$ cat config.mk
export PLATFORM = sky130hd
export DESIGN_NAME = ps2_key_fifo
export DESIGN_NICKNAME = d
export VERILOG_FILES = /design/src/rtl/ps2_key_fifo.sv
export SDC_FILE = /design/constraint.sdc
export NUM_CORES = 1
export LEC_CHECK = 0
export CAP_MARGIN = 20
export CORE_MARGIN = 2
export CORE_UTILIZATION = 50
export CTS_CLUSTER_SIZE = 40
export DETAILED_ROUTE_END_ITERATION = 8
export PLACE_DENSITY_LB_ADDON = 0.08
export SLEW_MARGIN = 10
export SYNTH_ARGS = -nofsm -noshare
export SYNTH_HDL_FRONTEND = slang
export SYNTH_SLANG_ARGS = --single-unit
$ cat constraint.sdc
create_clock -name CLK -period 5.91 [get_ports CLK]
set_input_delay 0.591 -clock CLK [delete_from_list [all_inputs] [get_ports CLK]]
set_output_delay 0.591 -clock CLK [all_outputs]
set_load 0.005 [all_outputs]
$ cat src/rtl/ps2_key_fifo.sv
// PS/2 keyboard receiver: synchronised and filtered pin sampling, 11-bit frame checking,
// E0/F0 prefix decoding, typematic repeat suppression and a first-word-fall-through event FIFO.
module ps2_key_fifo #(
  parameter int unsigned SYNC_STAGES    = 2,
  parameter int unsigned FILTER_LEN     = 8,
  parameter int unsigned TIMEOUT_CYCLES = 100000,
  parameter int unsigned DEPTH          = 8,
  parameter int unsigned DROP_REPEAT    = 1
) (
  input  logic                     CLK,
  input  logic                     RST_N,
  input  logic                     PS2CLK,
  input  logic                     PS2Data,
  output logic [7:0]               KeyCode,
  output logic                     KeyExt,
  output logic                     KeyBrk,
  output logic                     KeyValid,
  input  logic                     KeyReady,
  output logic [$clog2(DEPTH):0]   Level,
  output logic                     ParityErr,
  output logic                     FrameErr,
  output logic                     Overflow,
  input  logic                     ClrOvf
);

  localparam int unsigned AW = $clog2(DEPTH);
  localparam int unsigned LW = AW + 1;
  localparam int unsigned FW = (FILTER_LEN > 1) ? $clog2(FILTER_LEN) : 1;
  localparam int unsigned TW = (TIMEOUT_CYCLES > 1) ? $clog2(TIMEOUT_CYCLES) : 1;
  localparam logic [FW-1:0] FiltMax = FW'(FILTER_LEN - 1);
  localparam logic [TW-1:0] WdMax   = TW'(TIMEOUT_CYCLES - 1);
  localparam logic [LW-1:0] FullLvl = LW'(DEPTH);

  typedef enum logic [1:0] {StIdle, StData, StParity, StStop} state_e;

  logic [SYNC_STAGES-1:0] clk_sync_q, dat_sync_q;
  logic                   clk_s, dat_s;
  logic                   filt_q, filt_dly_q, strobe;
  logic [FW-1:0]          fcnt_q;

  state_e        state_q, state_d;
  logic [2:0]    bitcnt_q, bitcnt_d;
  logic [7:0]    shift_q, shift_d;
  logic          par_q, par_d, stop_q, stop_d, check_q, check_d;
  logic [TW-1:0] wd_q, wd_d;
  logic          timeout, par_ok;
  logic          perr_q, perr_d, ferr_q, ferr_d, bval_q, bval_d;

  logic          ext_q, ext_d, brk_q, brk_d;
  logic [8:0]    lm_q, lm_d;
  logic          lm_valid_q, lm_valid_d;
  logic          ev_valid, is_repeat, push_req;
  logic [9:0]    ev;

  logic [9:0]    mem_q [DEPTH];
  logic [AW-1:0] wr_ptr_q, wr_ptr_d, rd_ptr_q, rd_ptr_d;
  logic [LW-1:0] count_q, count_d;
  logic          ovf_q, ovf_d, full, pop, do_push;

  assign clk_s  = clk_sync_q[SYNC_STAGES-1];
  assign dat_s  = dat_sync_q[SYNC_STAGES-1];
  assign strobe = filt_dly_q & ~filt_q;

  // Filtered clock only moves after FILTER_LEN consecutive disagreeing samples.
  always_ff @(posedge CLK or negedge RST_N) begin
    if (!RST_N) begin
      clk_sync_q <= '1;
      dat_sync_q <= '1;
      filt_q     <= 1'b1;
      filt_dly_q <= 1'b1;
      fcnt_q     <= '0;
    end else begin
      clk_sync_q <= {clk_sync_q[SYNC_STAGES-2:0], PS2CLK};
      dat_sync_q <= {dat_sync_q[SYNC_STAGES-2:0], PS2Data};
      filt_dly_q <= filt_q;
      if (clk_s != filt_q) begin
        if (fcnt_q == FiltMax) begin
          filt_q <= clk_s;
          fcnt_q <= '0;
        end else begin
          fcnt_q <= fcnt_q + FW'(1);
        end
      end else begin
        fcnt_q <= '0;
      end
    end
  end

  always_comb begin
    state_d  = state_q;
    bitcnt_d = bitcnt_q;
    shift_d  = shift_q;
    par_d    = par_q;
    stop_d   = stop_q;
    check_d  = 1'b0;
    timeout  = 1'b0;
    wd_d     = (state_q == StIdle || strobe) ? '0 : wd_q + TW'(1);
    if (state_q != StIdle && wd_q == WdMax) begin
      state_d = StIdle;
      timeout = 1'b1;
      wd_d    = '0;
    end else if (strobe) begin
      case (state_q)
        StIdle: begin
          if (!dat_s) begin
            state_d  = StData;
            bitcnt_d = 3'd0;
          end
        end
        StData: begin
          shift_d  = {dat_s, shift_q[7:1]};
          bitcnt_d = bitcnt_q + 3'd1;
          if (bitcnt_q == 3'd7) state_d = StParity;
        end
        StParity: begin
          par_d   = dat_s;
          state_d = StStop;
        end
        StStop: begin
          stop_d  = dat_s;
          check_d = 1'b1;
          state_d = StIdle;
        end
        default: state_d = StIdle;
      endcase
    end
  end

  // Frame verdict one cycle after the stop strobe; odd parity means the XOR must be 1.
  always_comb begin
    par_ok = ^{shift_q, par_q};
    perr_d = check_q & stop_q & ~par_ok;
    ferr_d = (check_q & ~stop_q) | timeout;
    bval_d = check_q & stop_q & par_ok;
  end

  always_comb begin
    ev         = {ext_q, brk_q, shift_q};
    ev_valid   = bval_q && (shift_q != 8'hE0) && (shift_q != 8'hF0);
    is_repeat  = (DROP_REPEAT != 0) && !brk_q && lm_valid_q && (lm_q == {ext_q, shift_q});
    push_req   = ev_valid && !is_repeat;
    ext_d      = ext_q;
    brk_d      = brk_q;
    lm_d       = lm_q;
    lm_valid_d = lm_valid_q;
    if (perr_q || ferr_q) begin
      ext_d = 1'b0;
      brk_d = 1'b0;
    end else if (bval_q) begin
      if (shift_q == 8'hE0) begin
        ext_d = 1'b1;
      end else if (shift_q == 8'hF0) begin
        brk_d = 1'b1;
      end else begin
        ext_d = 1'b0;
        brk_d = 1'b0;
      end
    end
    if (push_req && !brk_q) begin
      lm_d       = {ext_q, shift_q};
      lm_valid_d = 1'b1;
    end else if (ev_valid && brk_q && lm_valid_q && (lm_q == {ext_q, shift_q})) begin
      lm_valid_d = 1'b0;
    end
  end

  // A pop frees the head slot in the same edge, so a full FIFO can still accept a push.
  always_comb begin
    full     = (count_q == FullLvl);
    pop      = KeyValid && KeyReady;
    do_push  = push_req && (!full || pop);
    wr_ptr_d = wr_ptr_q + (do_push ? AW'(1) : AW'(0));
    rd_ptr_d = rd_ptr_q + (pop ? AW'(1) : AW'(0));
    count_d  = count_q + LW'(do_push) - LW'(pop);
    ovf_d    = ovf_q;
    if (ClrOvf) ovf_d = 1'b0;
    if (push_req && full && !pop) ovf_d = 1'b1;
  end

  always_ff @(posedge CLK or negedge RST_N) begin
    if (!RST_N) begin
      state_q    <= StIdle;
      bitcnt_q   <= '0;
      shift_q    <= '0;
      par_q      <= 1'b0;
      stop_q     <= 1'b0;
      check_q    <= 1'b0;
      wd_q       <= '0;
      perr_q     <= 1'b0;
      ferr_q     <= 1'b0;
      bval_q     <= 1'b0;
      ext_q      <= 1'b0;
      brk_q      <= 1'b0;
      lm_q       <= '0;
      lm_valid_q <= 1'b0;
      wr_ptr_q   <= '0;
      rd_ptr_q   <= '0;
      count_q    <= '0;
      ovf_q      <= 1'b0;
    end else begin
      state_q    <= state_d;
      bitcnt_q   <= bitcnt_d;
      shift_q    <= shift_d;
      par_q      <= par_d;
      stop_q     <= stop_d;
      check_q    <= check_d;
      wd_q       <= wd_d;
      perr_q     <= perr_d;
      ferr_q     <= ferr_d;
      bval_q     <= bval_d;
      ext_q      <= ext_d;
      brk_q      <= brk_d;
      lm_q       <= lm_d;
      lm_valid_q <= lm_valid_d;
      wr_ptr_q   <= wr_ptr_d;
      rd_ptr_q   <= rd_ptr_d;
      count_q    <= count_d;
      ovf_q      <= ovf_d;
    end
  end

  always_ff @(posedge CLK or negedge RST_N) begin
    if (!RST_N) begin
      for (int i = 0; i < int'(DEPTH); i++) mem_q[i] <= '0;
    end else if (do_push) begin
      mem_q[wr_ptr_q] <= ev;
    end
  end

  assign {KeyExt, KeyBrk, KeyCode} = mem_q[rd_ptr_q];
  assign KeyValid  = (count_q != '0);
  assign Level     = count_q;
  assign ParityErr = perr_q;
  assign FrameErr  = ferr_q;
  assign Overflow  = ovf_q;

endmodule

==> summary.txt <==
CTS
  – CTS buffer count: 17
  – Root buffer cell: clkbuf_16
  – CTS hold repair buffers: 0
  – Num Clock Sinks: 148
  – H-Tree Depth: 4
  – Post-CTS Setup Inserts: 0
  – Reg clk slew, reported paths: 60 ps
  – Clock tree buffer depth: 2
  – Post_cts resized: 0
  – Clk_lat worst skew: 420 ps
  – TritonCTS clock tree: yes

Drt
  – DR WL/cell: 18.8 µm
  – Initial DRC count: 238
  – DR pass1 iterations: 4
  – WL final: 13500 µm
  – Via count: 3957
  – DRT antenna net count: 0
  – DRC viols: 0
  – Via/cell ratio: 5.50

Floorplan
  – Die width: 122 µm
  – Core area: 13700 µm²
  – Die footprint: 14800 µm²
  – Die height: 122 µm
  – Initial core utilization: 50.5%
  – Top Ports: 24
  – Row cnt: 43

GRT
  – Gr usage total: 20.3%
  – First-pass GRT wire length: 22200 µm
  – Number of antenna violations at the first check in global routing: 0
  – Largest net degree at the start of global routing: 91
  – Overflow after GRT: 0
  – Vias in the first global route: 4061

STA
  – Fin. Hold Viols: 0
  – Clock Skew: 5.14 ps
  – Final min period: 3260 ps
  – Setup TNS: 0 ps
  – FMAX: 0.306 GHz
  – Crit share post-route: 55.2%
  – RSZ-0062 raised after global routing: false
  – Slew @ Worst Pin: 1080 ps
  – Slew Viols, Final: 0
  – Setup violators final: 0
  – Slew HR: 27.7%
  – Final worst slack: 2650 ps

Setup path
  – Crit Path Category: reg2out
  – Slowest CP cell: dfrtp_1
  – Critical Path AT: 2670 ps
  – Crit-path cells: mux4_2, mux2_2, clkdlybuf4s50_1
  – Critical Path RT: 5320 ps
  – Crit Path Max Fanout: 21
  – Crit-path leading delay family: flip-flops
  – Crit path buffers/inverters: 1
  – Worst Setup Start Kind: flip-flop
  – Setup crit end kind: output port
  – CP peak stage delay: 1040 ps

Logic synthesis
  – Yosys reg bits: 148
  – Predominant post-synthesis flop cell: dfrtp_1
  – Sequential share of the synthesized area: 53.5%
  – Synth warn: 0
  – Syn_nets: 529
  – EDFF count, synth: 0
  – Mapped Area: 6930 µm²
  – Yosys cell types: 53
  – Syn Area/Cell: 13.8 µm²
  – Cell count after synthesis: 502
  – Post-synthesis async set-or-reset flop share: 100%

Power
  – Power Dens Cells: 346 nW/µm²
  – Static Leak: 3.71 nW
  – Peak VDD IR: 0.248 mV

Finish
  – Nets: 554
  – Layout cell share with drive strength beyond 1: 33.5%
  – Fin cells: 720
  – Ant. Diodes: 0
  – Area grow syn2layout: 15.0%

Status
  – Outcome: complete, no violations

Flow run
  – Max Cap Violations: 0

Placed design
  – GPL Wtd Cong: 0.763
  – Placed cells: 686
  – Hpwl dp: 8710 µm
  – Dpl ws: 2630 ps
  – Buffers on Ports: 23

Worst hold path
  – Hold Path Class: in2async
state kept, by name, indices dropped and copies added, names as in the netlist:
| signal | cells |
|---|---|
| FrameErr | 1 |
| Level | 4 |
| Overflow | 1 |
| ParityErr | 1 |
| bitcnt_q | 3 |
| brk_q | 1 |
| bval_q | 1 |
| check_q | 1 |
| clk_sync_q | 2 |
| dat_sync_q | 2 |
| ext_q | 1 |
| fcnt_q | 3 |
| filt_dly_q | 1 |
| filt_q | 1 |
| lm_q | 9 |
| lm_valid_q | 1 |
| mem_q | 80 |
| par_q | 1 |
| rd_ptr_q | 3 |
| shift_q | 8 |
| state_q | 2 |
| stop_q | 1 |
| wd_q | 17 |
| wr_ptr_q | 3 |
cells by family after synthesis:
logic type,count (synthesis),synth area share [%]
flip-flops,148,53.5
multiplexers,130,24.4
AND/OR/NAND/NOR,104,8.90
buffers and inverters,43,2.47
XOR/XNOR,37,4.68
adder cells (fa/ha/maj),21,3.90
AO/OA/AOI/OAI,19,2.15
stage by stage:
stage               utilization, %  power (mW)  cell area, µm²  hold WS (ps)
floorplan                        -        1.57            6930           295
global placement              53.7        1.73            7370           348
detailed placement            53.7        1.74            7370           347
CTS                           57.9        2.80            7950           273
global route                  58.1        2.92            7970           293
finish                        58.1        2.76            7970           222
area by class of cell:
type	count	area (µm²)
fillers	1092	5750
flip-flops and latches	148	3710
multi-input cells	311	3090
clock buffers	21	470
repair buffers	31	299
well taps	180	225
clock inverters	11	108
inverters	18	67.6
Yosys cell counts (2+ instances only):
| master | number | share of area [%] |
|---|---|---|
| a21oi_1 | 3 | 0.22 |
| inv_1 | 18 | 0.97 |
| mux2_2 | 102 | 17 |
| nor4_4 | 3 | 0.92 |
| nand2b_1 | 6 | 0.54 |
| dfstp_2 | 6 | 2.3 |
| dfrtp_1 | 142 | 51 |
| nor2b_1 | 3 | 0.27 |
| buf_1 | 6 | 0.32 |
| clkbuf_1 | 11 | 0.60 |
| buf_2 | 7 | 0.51 |
| nor4_1 | 7 | 0.63 |
| or3_1 | 3 | 0.27 |
| nand4_1 | 4 | 0.36 |
| nand2_1 | 14 | 0.76 |
| and3_1 | 2 | 0.18 |
| o21ai_0 | 2 | 0.14 |
| nor2_1 | 25 | 1.4 |
| and2_1 | 7 | 0.63 |
| xnor2_1 | 25 | 3.2 |
| mux4_2 | 20 | 6.5 |
| nor4b_1 | 4 | 0.51 |
| ha_1 | 20 | 3.6 |
| xor2_1 | 12 | 1.5 |
| nor3_2 | 2 | 0.29 |
| mux2_1 | 7 | 1.1 |
| nor3_1 | 4 | 0.29 |
| nand3_1 | 12 | 0.87 |
worst reg2reg max path, cell delays in order, from the launching register on:
cell,delay [ps]
dfrtp_1,630
xnor2_1,170
nand3_1,180
nor4_4,840
or2_2,260
ha_1,200
inv_1,50
ha_1,270
a21o_1,180
a21oi_1,220
xor2_1,190
power by group:
group	switching, mW	internal, mW	leakage (nW)	total, mW
sequential	0.126	1.09	2.02	1.22
clock	0.399	0.648	0.292	1.05
combinational	0.256	0.240	1.39	0.496
per-layer routing:
layer | track usage (%) | wire length [µm]
met4 | 5.39 | 132
met1 | 28.2 | 6420
met5 | 0 | 0
met3 | 5.10 | 440
met2 | 32.0 | 6550
final timing paths:
kind                       cells after the start                       to  slack, ps                     from
hold reg to reg                                0  dat_sync_q[1]$_DFF_PN1_        360  dat_sync_q[0]$_DFF_PN1_
max in group asynchronous                      2      fcnt_q[2]$_DFF_PN0_       4440                    RST_N
hold / removal                                 1       Level[1]$_DFF_PN0_        220                    RST_N
setup / recovery                               3               KeyCode[4]       2650    rd_ptr_q[1]$_DFF_PN0_
setup reg to reg                              10       Level[3]$_DFF_PN0_       2650   shift_q[4]$_DFFE_PN0P_
min in group CLK                               0  dat_sync_q[1]$_DFF_PN1_        360  dat_sync_q[0]$_DFF_PN1_
cell usage in the layout (no fill, tap or decap), drive strengths merged, types with 8 or more instances in the layout:
cell type,n
dfrtp,142
mux2,109
nor2,25
xnor2,25
clkdlybuf4s50,22
clkbuf,21
mux4,20
ha,20
inv,18
nand2,15
nand3,12
xor2,12
nor4,11
buf,9
clkinv,8
Power figures use the tool's default switching activity.
